--- src/rtl/bf_pkg.sv ---
// Shared types, constants and helpers for the Bloom filter blocks.
package bf_pkg;

    typedef enum logic [2:0] {
        ST_CLEAR,
        ST_IDLE,
        ST_HASH,
        ST_PROBE,
        ST_RESP
    } bf_state_e;

    localparam logic BF_OP_QUERY  = 1'b0;
    localparam logic BF_OP_INSERT = 1'b1;

    localparam logic [31:0] BF_SEED_A = 32'hdeadbef8;
    localparam logic [31:0] BF_SEED_B = 32'hdeadbef1;

    // Rotate left by n; the upper half of the shifted doubled word is the rotation.
    function automatic logic [31:0] rol32(input logic [31:0] x, input logic [4:0] n);
        logic [63:0] t;
        t = {x, x} << n;
        return t[63:32];
    endfunction

endpackage

--- src/rtl/bf_mix_hash.sv ---
// Six-step iterative mix of a 96-bit key into two 32-bit hashes (h2 forced odd).
module bf_mix_hash
    import bf_pkg::*;
(
    input  logic        clk_i,
    input  logic        reset_i,
    input  logic        start_i,
    input  logic [95:0] key96_i,
    output logic        done_o,
    output logic [31:0] h1_o,
    output logic [31:0] h2_o
);

    logic [31:0] a_q, a_d;
    logic [31:0] b_q, b_d;
    logic [31:0] c_q, c_d;
    logic [2:0]  step_q, step_d;
    logic        busy_q, busy_d;
    logic        done_q, done_d;

    // After step 6, c holds h1 and b holds b2, from which h2 is derived.
    always_comb begin
        a_d    = a_q;
        b_d    = b_q;
        c_d    = c_q;
        step_d = step_q;
        busy_d = busy_q;
        done_d = 1'b0;
        if (start_i) begin
            a_d    = BF_SEED_A + key96_i[95:64];
            b_d    = BF_SEED_B + key96_i[63:32];
            c_d    = BF_SEED_A + key96_i[31:0];
            step_d = 3'd1;
            busy_d = 1'b1;
        end else if (busy_q) begin
            step_d = step_q + 3'd1;
            case (step_q)
                3'd1: c_d = (c_q ^ b_q) - rol32(b_q, 5'd14);
                3'd2: a_d = (a_q ^ c_q) - rol32(c_q, 5'd11);
                3'd3: b_d = (b_q ^ a_q) - rol32(a_q, 5'd25);
                3'd4: a_d = (a_q ^ c_q) - rol32(c_q, 5'd4);
                3'd5: b_d = (b_q ^ a_q) - rol32(a_q, 5'd14);
                3'd6: begin
                    c_d    = (c_q ^ b_q) - rol32(b_q, 5'd24);
                    busy_d = 1'b0;
                    done_d = 1'b1;
                end
                default: busy_d = 1'b0;
            endcase
        end
    end

    always_ff @(posedge clk_i) begin
        if (reset_i) begin
            a_q    <= '0;
            b_q    <= '0;
            c_q    <= '0;
            step_q <= '0;
            busy_q <= 1'b0;
            done_q <= 1'b0;
        end else begin
            a_q    <= a_d;
            b_q    <= b_d;
            c_q    <= c_d;
            step_q <= step_d;
            busy_q <= busy_d;
            done_q <= done_d;
        end
    end

    assign done_o = done_q;
    assign h1_o   = c_q;
    assign h2_o   = b_q | 32'd1;

endmodule

--- src/rtl/bloom_filter_kh.sv ---
// K-probe Bloom filter: one hash per key, double-hashed probes, clear sequencer.
module bloom_filter_kh
    import bf_pkg::*;
#(
    parameter int KEY_W  = 72,
    parameter int M_BITS = 1024,
    parameter int K_HASH = 3
) (
    input  logic                        clk_i,
    input  logic                        reset_i,
    input  logic                        req_valid_i,
    output logic                        req_ready_o,
    input  logic                        req_op_i,
    input  logic [KEY_W-1:0]            req_key_i,
    output logic                        rsp_valid_o,
    input  logic                        rsp_ready_i,
    output logic                        rsp_hit_o,
    input  logic                        clr_start_i,
    output logic                        clr_busy_o,
    output logic [$clog2(M_BITS+1)-1:0] fill_count_o
);

    localparam int IDX_W  = $clog2(M_BITS);
    localparam int WORDS  = M_BITS / 32;
    localparam int PTR_W  = $clog2(WORDS);
    localparam int FILL_W = $clog2(M_BITS + 1);
    localparam logic [2:0]       PROBE_LAST = 3'(K_HASH - 1);
    localparam logic [PTR_W-1:0] PTR_LAST   = PTR_W'(WORDS - 1);

    bf_state_e         state_q;
    logic              op_q;
    logic [PTR_W-1:0]  clr_ptr_q;
    logic [2:0]        probe_q;
    logic [31:0]       acc_q;
    logic              hit_q;
    logic [FILL_W-1:0] fill_q;
    logic              rsp_valid_q;
    logic              clr_busy_q;
    logic [31:0]       mem_q [WORDS];

    logic              accept;
    logic              hash_done;
    logic [31:0]       h1;
    logic [31:0]       h2;
    logic [IDX_W-1:0]  idx;
    logic [PTR_W-1:0]  word_sel;
    logic [4:0]        bit_sel;
    logic              probe_bit;

    assign req_ready_o = (state_q == ST_IDLE) && !clr_start_i;
    assign accept      = req_valid_i && req_ready_o;

    bf_mix_hash u_hash (
        .clk_i   (clk_i),
        .reset_i (reset_i),
        .start_i (accept),
        .key96_i (96'(req_key_i)),
        .done_o  (hash_done),
        .h1_o    (h1),
        .h2_o    (h2)
    );

    // acc_q walks h1, h1+h2, h1+2*h2, ...; its low bits are the probe index.
    assign idx       = acc_q[IDX_W-1:0];
    assign word_sel  = idx[IDX_W-1:5];
    assign bit_sel   = idx[4:0];
    assign probe_bit = mem_q[word_sel][bit_sel];

    always_ff @(posedge clk_i) begin
        if (reset_i) begin
            state_q     <= ST_CLEAR;
            op_q        <= BF_OP_QUERY;
            clr_ptr_q   <= '0;
            probe_q     <= '0;
            acc_q       <= '0;
            hit_q       <= 1'b0;
            fill_q      <= '0;
            rsp_valid_q <= 1'b0;
            clr_busy_q  <= 1'b1;
        end else begin
            case (state_q)
                ST_CLEAR: begin
                    clr_ptr_q <= clr_ptr_q + PTR_W'(1);
                    fill_q    <= '0;
                    if (clr_ptr_q == PTR_LAST) begin
                        state_q    <= ST_IDLE;
                        clr_busy_q <= 1'b0;
                    end
                end
                ST_IDLE: begin
                    if (clr_start_i) begin
                        state_q    <= ST_CLEAR;
                        clr_busy_q <= 1'b1;
                        clr_ptr_q  <= '0;
                        fill_q     <= '0;
                    end else if (req_valid_i) begin
                        op_q    <= req_op_i;
                        hit_q   <= 1'b1;
                        state_q <= ST_HASH;
                    end
                end
                ST_HASH: begin
                    if (hash_done) begin
                        acc_q   <= h1;
                        probe_q <= '0;
                        state_q <= ST_PROBE;
                    end
                end
                ST_PROBE: begin
                    hit_q   <= hit_q & probe_bit;
                    acc_q   <= acc_q + h2;
                    probe_q <= probe_q + 3'd1;
                    if ((op_q == BF_OP_INSERT) && !probe_bit) begin
                        fill_q <= fill_q + FILL_W'(1);
                    end
                    if (probe_q == PROBE_LAST) begin
                        state_q     <= ST_RESP;
                        rsp_valid_q <= 1'b1;
                    end
                end
                ST_RESP: begin
                    if (rsp_ready_i) begin
                        rsp_valid_q <= 1'b0;
                        state_q     <= ST_IDLE;
                    end
                end
                default: begin
                    state_q    <= ST_CLEAR;
                    clr_ptr_q  <= '0;
                    clr_busy_q <= 1'b1;
                end
            endcase
        end
    end

    // The array is never reset directly; CLEAR always follows reset and wipes it.
    always_ff @(posedge clk_i) begin
        if (state_q == ST_CLEAR) begin
            mem_q[clr_ptr_q] <= '0;
        end else if ((state_q == ST_PROBE) && (op_q == BF_OP_INSERT)) begin
            mem_q[word_sel][bit_sel] <= 1'b1;
        end
    end

    assign rsp_valid_o  = rsp_valid_q;
    assign rsp_hit_o    = hit_q;
    assign clr_busy_o   = clr_busy_q;
    assign fill_count_o = fill_q;

endmodule

--- config.mk ---
export PLATFORM = sky130hd
export DESIGN_NAME = bloom_filter_kh
export DESIGN_NICKNAME = d
export VERILOG_FILES = /design/src/rtl/bf_pkg.sv /design/src/rtl/bf_mix_hash.sv /design/src/rtl/bloom_filter_kh.sv
export SDC_FILE = /design/constraint.sdc
export NUM_CORES = 2
export LEC_CHECK = 0
export ABC_CLOCK_PERIOD_IN_PS = 30400
export CAP_MARGIN = 20
export CORE_ASPECT_RATIO = 2
export CORE_MARGIN = 1
export CORE_UTILIZATION = 63
export DETAILED_ROUTE_END_ITERATION = 7
export PLACE_DENSITY = 0.83
export SYNTH_ARGS = -nofsm -noshare
export SYNTH_HDL_FRONTEND = slang
export SYNTH_SLANG_ARGS = --single-unit
--- constraint.sdc ---
create_clock -name clk_i -period 30.4 [get_ports clk_i]
set_clock_uncertainty 0.2 [all_clocks]
set_input_delay 4.56 -clock clk_i [delete_from_list [all_inputs] [get_ports clk_i]]
set_output_delay 4.56 -clock clk_i [all_outputs]
set_load 0.02 [all_outputs]
Yosys cells after proc, flatten, opt, wreduce, memory -nomap -nowiden. Memory sizes are Yosys's and may differ from the RTL's. A register that Yosys moved wholly into a read port is not among the register bits. Cells that the tools add are included.

Register bits: 159. Latch bits: 0. Bits in writable memories: 1024. Bits in read-only memories: 0. Input bits: 78. Output and inout port bits: 15. Logic and storage cells: 147. Memories kept: 1.

Memories: mem_q (words 32, width 32, read ports 1, clocked after memory_dff 1, write ports 1, RTL line bloom_filter_kh.sv:39) `logic [31:0] mem_q [WORDS];`.

$add $sub $neg: 14. Multipliers: 0. Div/mod/pow operators: 0. Magnitude comparators: 2. Equal/unequal tests: 21. Shift-type cells: 0. Mux-type cells: 54. Bitwise operators: 7. Reductions and logical operators: 32.

Operators by type and width (count): $mux W32 (10); $pmux W32 S2 (4); $sub A32 B32 Y32 (6); $xor A32 B32 Y32 (3); $add A32 B32 Y32 const A (2); $pmux W11 S3 (1); $add A31 B9 Y32 const A (1); $add A32 B32 Y32 (1); $reduce_or A32 Y1 (1); $mux W11 (2); $mux W3 (7); $mux W5 (4); $mux W1 (18); $eq A3 B2 Y1 const B (5); $pmux W3 S5 (1); $pmux W5 S3 (1); $reduce_and A3 Y1 (5); $ne A2 B2 Y1 const B (7); $eq A3 B3 Y1 const B (4); $reduce_bool A3 Y1 (4); $add A11 B1 Y11 const B (1); $reduce_and A2 Y1 (5); $reduce_bool A2 Y1 (4); $add A3 B1 Y3 const B (2); 21 further kinds (31).

Logic depth before layout (Yosys ltp).
Depth in word-level cells: 7. Gate-level depth with buffers: 17. Mapped depth without buffers: 17.

Cells and area by module. A second synthesis with hierarchy kept.

Cells, all modules: 4909. Area total of the unflattened synthesis: 59314.4 sq um.

Modules (own cells, without submodules): bloom_filter_kh (times used 1, cells an instance 3216, area an instance 46409.5 sq um); bf_mix_hash (times used 1, cells an instance 1693, area an instance 12904.9 sq um).

Least setup slack after synthesis. No wires, ideal clock.

Path kind: register to register. Start: register state_q[1]. End: memory mem_q[30][13] (enable). Arrival: 21106 ps. Setup slack: 8840 ps. Cell stages (with the launch flop): 11. Buffers on the path: 3. Period minus slack after synthesis: 21560 ps. Cell sequence: dfxtp_1 -> nor2b_1 -> and2_1 -> clkbuf_1 -> nand2_1 -> inv_1 -> clkbuf_1 -> o21ai_1 -> nand2_1 -> clkbuf_1 -> nor2_1.

Cells in the longest elaborated chain, start to end: 7. Elaborated cells on any way between the ends: 11.

Ends and longest elaborated chain: start: declaration (RTL line bloom_filter_kh.sv:30) `bf_state_e state_q;`; start signal: assignment (RTL line bloom_filter_kh.sv:71) `state_q <= ST_CLEAR;`; start signal: assignment (RTL line bloom_filter_kh.sv:86) `state_q <= ST_IDLE;`; start signal: assignment (RTL line bloom_filter_kh.sv:92) `state_q <= ST_CLEAR;`; $eq A3 B2 Y1 (RTL line bloom_filter_kh.sv:140) `end else if ((state_q == ST_PROBE) && (op_q == BF_OP_INSERT)) begin`; $logic_and A1 B1 Y1 (RTL line bloom_filter_kh.sv:140); $mux W1 (RTL line bloom_filter_kh.sv:140); $mux W1 (RTL line bloom_filter_kh.sv:138) `if (state_q == ST_CLEAR) begin`; $mux W32 (implied by the code) (RTL line bloom_filter_kh.sv:141) `mem_q[word_sel][bit_sel] <= 1'b1;`; $reduce_or A32 Y1 (no line); $mux W5 (no line) / $mux W32 (equally long branches); end: declaration (RTL line bloom_filter_kh.sv:39).

Several ways; a longest one is shown, not always the timed one.

Worst setup path in the final report.
Start: input port clr_start_i. End: output port req_ready_o.

Cells in the longest elaborated chain, start to end: 2.

Ends and longest elaborated chain: start: declaration (RTL line bloom_filter_kh.sv:18) `input logic clr_start_i,`; $logic_not A1 Y1 (RTL line bloom_filter_kh.sv:50) `assign req_ready_o = (state_q == ST_IDLE) && !clr_start_i;`; $logic_and A1 B1 Y1 (RTL line bloom_filter_kh.sv:50); end: declaration (RTL line bloom_filter_kh.sv:12) `output logic req_ready_o,`.

No other way between the ends.

==> out/results.ini <==
[setup_path]
cp.arrival_ns=6.23
path_max_fanout=4
rr_worst_depth=12
cp_common_cell=clkdlybuf4s50_1
crit_slowest_cell=clkdlybuf4s50_1
r2r_slack_ns=24.19
rr_endpoint=fill_count_o[6]$_SDFFE_PP0P_
crit_required_ns=25.64
cpPeakStageDelay_ns=0.69
path_class=primary input to output pin
crit_path_end_kind=output pin
cp_cell_sequence=clkdlybuf4s50_1, nand2b_1, nor3_1, clkdlybuf4s50_1
cp-start-kind=primary input

[drt]
wl_met2_um=90140
antenna_left=0
vias=40640
top_layer=met5
wl_per_cell_um=31.33
drt-met1-wl_um=52230
drc_errors=0
met3_length_um=20750
vias_per_cell=6.885
drtPass1Iterations=6
dr.first_iter.drc_count=5603
drt_wl_total_um=184900

[job]
maxCapViolCount=0

[final_layout]
area_delta_synth_final_pct=9.709
nets=4829
seq_area_mm2=0.03361
drive_above_1_share_pct=14.08
multi_input_area_mm2=0.02262
fillCellCount=5941

[logic_synthesis]
postSynthAreaPerCell_um2=12.38
yosysTopAreaCellShare_pct=53.34
synth_top_cell_by_area=edfxtp_1
synthTopCellsByCount=nor2_1, edfxtp_1, clkbuf_1
synth_cells=4657
synth.distinct_cells=73
syn_area_mm2=0.05764
synth_edf_count=1024
synth_nets=4853
synth_most_common_cell=nor2_1
ys.flop_type=edfxtp_1
synth-seq-cells=1166
ys_seq_area_share_pct=58.28
ys_warn_count=0
synth.area.top_cells=edfxtp_1, mux4_2, nor2_1, dfxtp_1, mux2i_1
ys_async_sr_fraction_pct=0

[place]
pre_cts_slack_ns=19.46
place_congestion=1.071
hpwl_um=111800
io_buffer_count=92

[timing]
rsz0062_at_grt=false
finalHoldViolCount=0
min_period_over_period_pct=36.14
fin_ws_ns=19.41
finalSetupTns_ns=0
fmax_mhz=91.01
slew_headroom_pct=15.34
hold_slack_ns=0.2821
min_period_ns=10.99
setup_viol=0
worstMarginPinSlew_ns=1.270
slew_violations=0

[power]
sw_frac_of_total_pct=36.06
combPwrFrac_pct=32.9
ir_worst_vdd_mv=0.08577
pwr-share-seq_pct=39.8
clock_power_share_pct=27.3
netSwitchingPower_w=0.001689
p_per_area_mw_per_mm2=74.04
internal_power_w=0.002994
cellLeakagePower_nw=23.18

[grt]
antenna_found_initial=3
grt_pass1_vias=41270
overflow=0
grt_pass1_wl_um=264300
grt_max_degree=317
grtUsageTotal_pct=39.99

[clocking]
ctsHoldBuffers=0
cts_sinks=1166
post_cts_resized=0
clock_latency_ns=0.75
path_clk_slew_ns=0.07
htreeDepth=3
cts_setup_buffers=0
cts_tree=built
cts_buffers=100
cts-root-buf=clkbuf_16
clockBufferDepth=3

[hold_path]
min_to=op_q$_SDFFE_PP0P_
holdPathStages=2
hold_class=flip-flop to flip-flop
hold_start=op_q$_SDFFE_PP0P_

[die]
pin_count=93
die_w_um=215.9
num_rows=156
core_mm2=0.09057
initial_utilization_pct=63.65
die_area_mm2=0.09279
die_y_um=429.8

[outcome]
outcome=complete, no violations

-- routing by layer --
metal | vias up | global-route usage, %
li1 | 17040 | -
met1 | 19610 | 40.60
met2 | 2993 | 66.21
met3 | 990 | 9.113
met4 | 6 | 40.30
met5 | - | 0
-- worst max path at each step --
| stage | from | endpoint | slack, ns |
|---|---|---|---|
| 2_1_floorplan | state_q[1]$_SDFFE_PP0P_ | mem_q[30][13]$_DFFE_PP_ | 8.84 |
| 3_3_place_gp | clr_start_i | req_ready_o | 19.46 |
| 3_5_place_dp | clr_start_i | req_ready_o | 19.46 |
| 4_1_cts | clr_start_i | req_ready_o | 19.45 |
| 5_1_grt | clr_start_i | req_ready_o | 19.38 |
| 6_report | clr_start_i | req_ready_o | 19.41 |
-- power groups by stage --
stage	Combinational, W	Clock (W)	Sequential (W)
3_5_place_dp	0.00149	0	0.00189
3_3_place_gp	0.00145	0	0.00189
5_1_grt	0.00164	0.00133	0.00187
4_1_cts	0.00150	0.00127	0.00186
6_report	0.00154	0.00128	0.00187
2_1_floorplan	0.00105	0	0.00187
-- critical path: cells and delay by family --
kind / cells / cell delay, ns
and+or+nand+nor: 2 / 0.58
buffers and inverters: 2 / 1.08
-- placed cells by master, fill, tap and decap left out, drive strengths merged, types with 13 or more instances in the layout --
master,count
a22oi,17
a211oi,76
a221oi,31
mux4,280
clkdlybuf4s50,91
nand3,57
nand4,17
edfxtp,1024
clkinv,41
a311oi,14
o21ai,106
o21a,18
nand2,200
mux2i,175
and3,24
a21oi,180
o211ai,15
inv,57
or3,19
and2,13
nor2,1192
nand2b,21
buf,148
o21bai,18
nor3,45
dfxtp,142
a21o,37
nor2b,17
nor3b,15
xor2,139
xnor2,79
ha,114
a31oi,26
clkbuf,126
-- cells by family (layout without fill, tap and decap cells) --
family	count (synthesis)	in the layout	synth area share [%]
compound gates	618	618	6.965
xor+xnor	218	218	3.312
fa+ha+maj	118	118	2.613
buf+inv	417	475	2.874
flops	1166	1166	58.28
mux	462	462	14.12
other cells	0	2	0
simple gates	1658	1658	11.84
-- sequential cells by signal (all words and copies together), names as in the netlist, 3 cells and up, named ones only --
signal / flops
mem_q: 1024
u_hash.a_q: 32
u_hash.b_q: 32
u_hash.h1_o: 32
fill_count_o: 11
acc_q: 10
clr_ptr_q: 5
probe_q: 3
state_q: 3
u_hash.step_q: 3
-- area by class of cell --
| type | count | share of cell area, % |
|---|---|---|
| repair buffers | 239 | 3.407 |
| diodes | 2 | 0.007914 |
| clock buffers | 126 | 4.177 |
| clock inverters | 58 | 0.8270 |
| multi-input cells | 3074 | 35.77 |
| flip-flops and latches | 1166 | 53.14 |
| well taps | 1185 | 2.344 |
| inverters | 52 | 0.3205 |
-- metrics by stage --
| stage | cell area [um^2] | std cells | util [%] | power [W] |
|---|---|---|---|---|
| after global placement | 59920 | 5709 | 66.17 | 0.003336 |
| final | 63240 | 5902 | 69.83 | 0.004682 |
| after CTS | 63140 | 5896 | 69.72 | 0.004637 |
| after detailed placement | 59980 | 5712 | 66.22 | 0.003380 |
| after floorplan | 57640 | 4657 | - | 0.002918 |
| after global routing | 63240 | 5901 | 69.82 | 0.004837 |
Note: power is estimated with default switching activity, not from simulation.
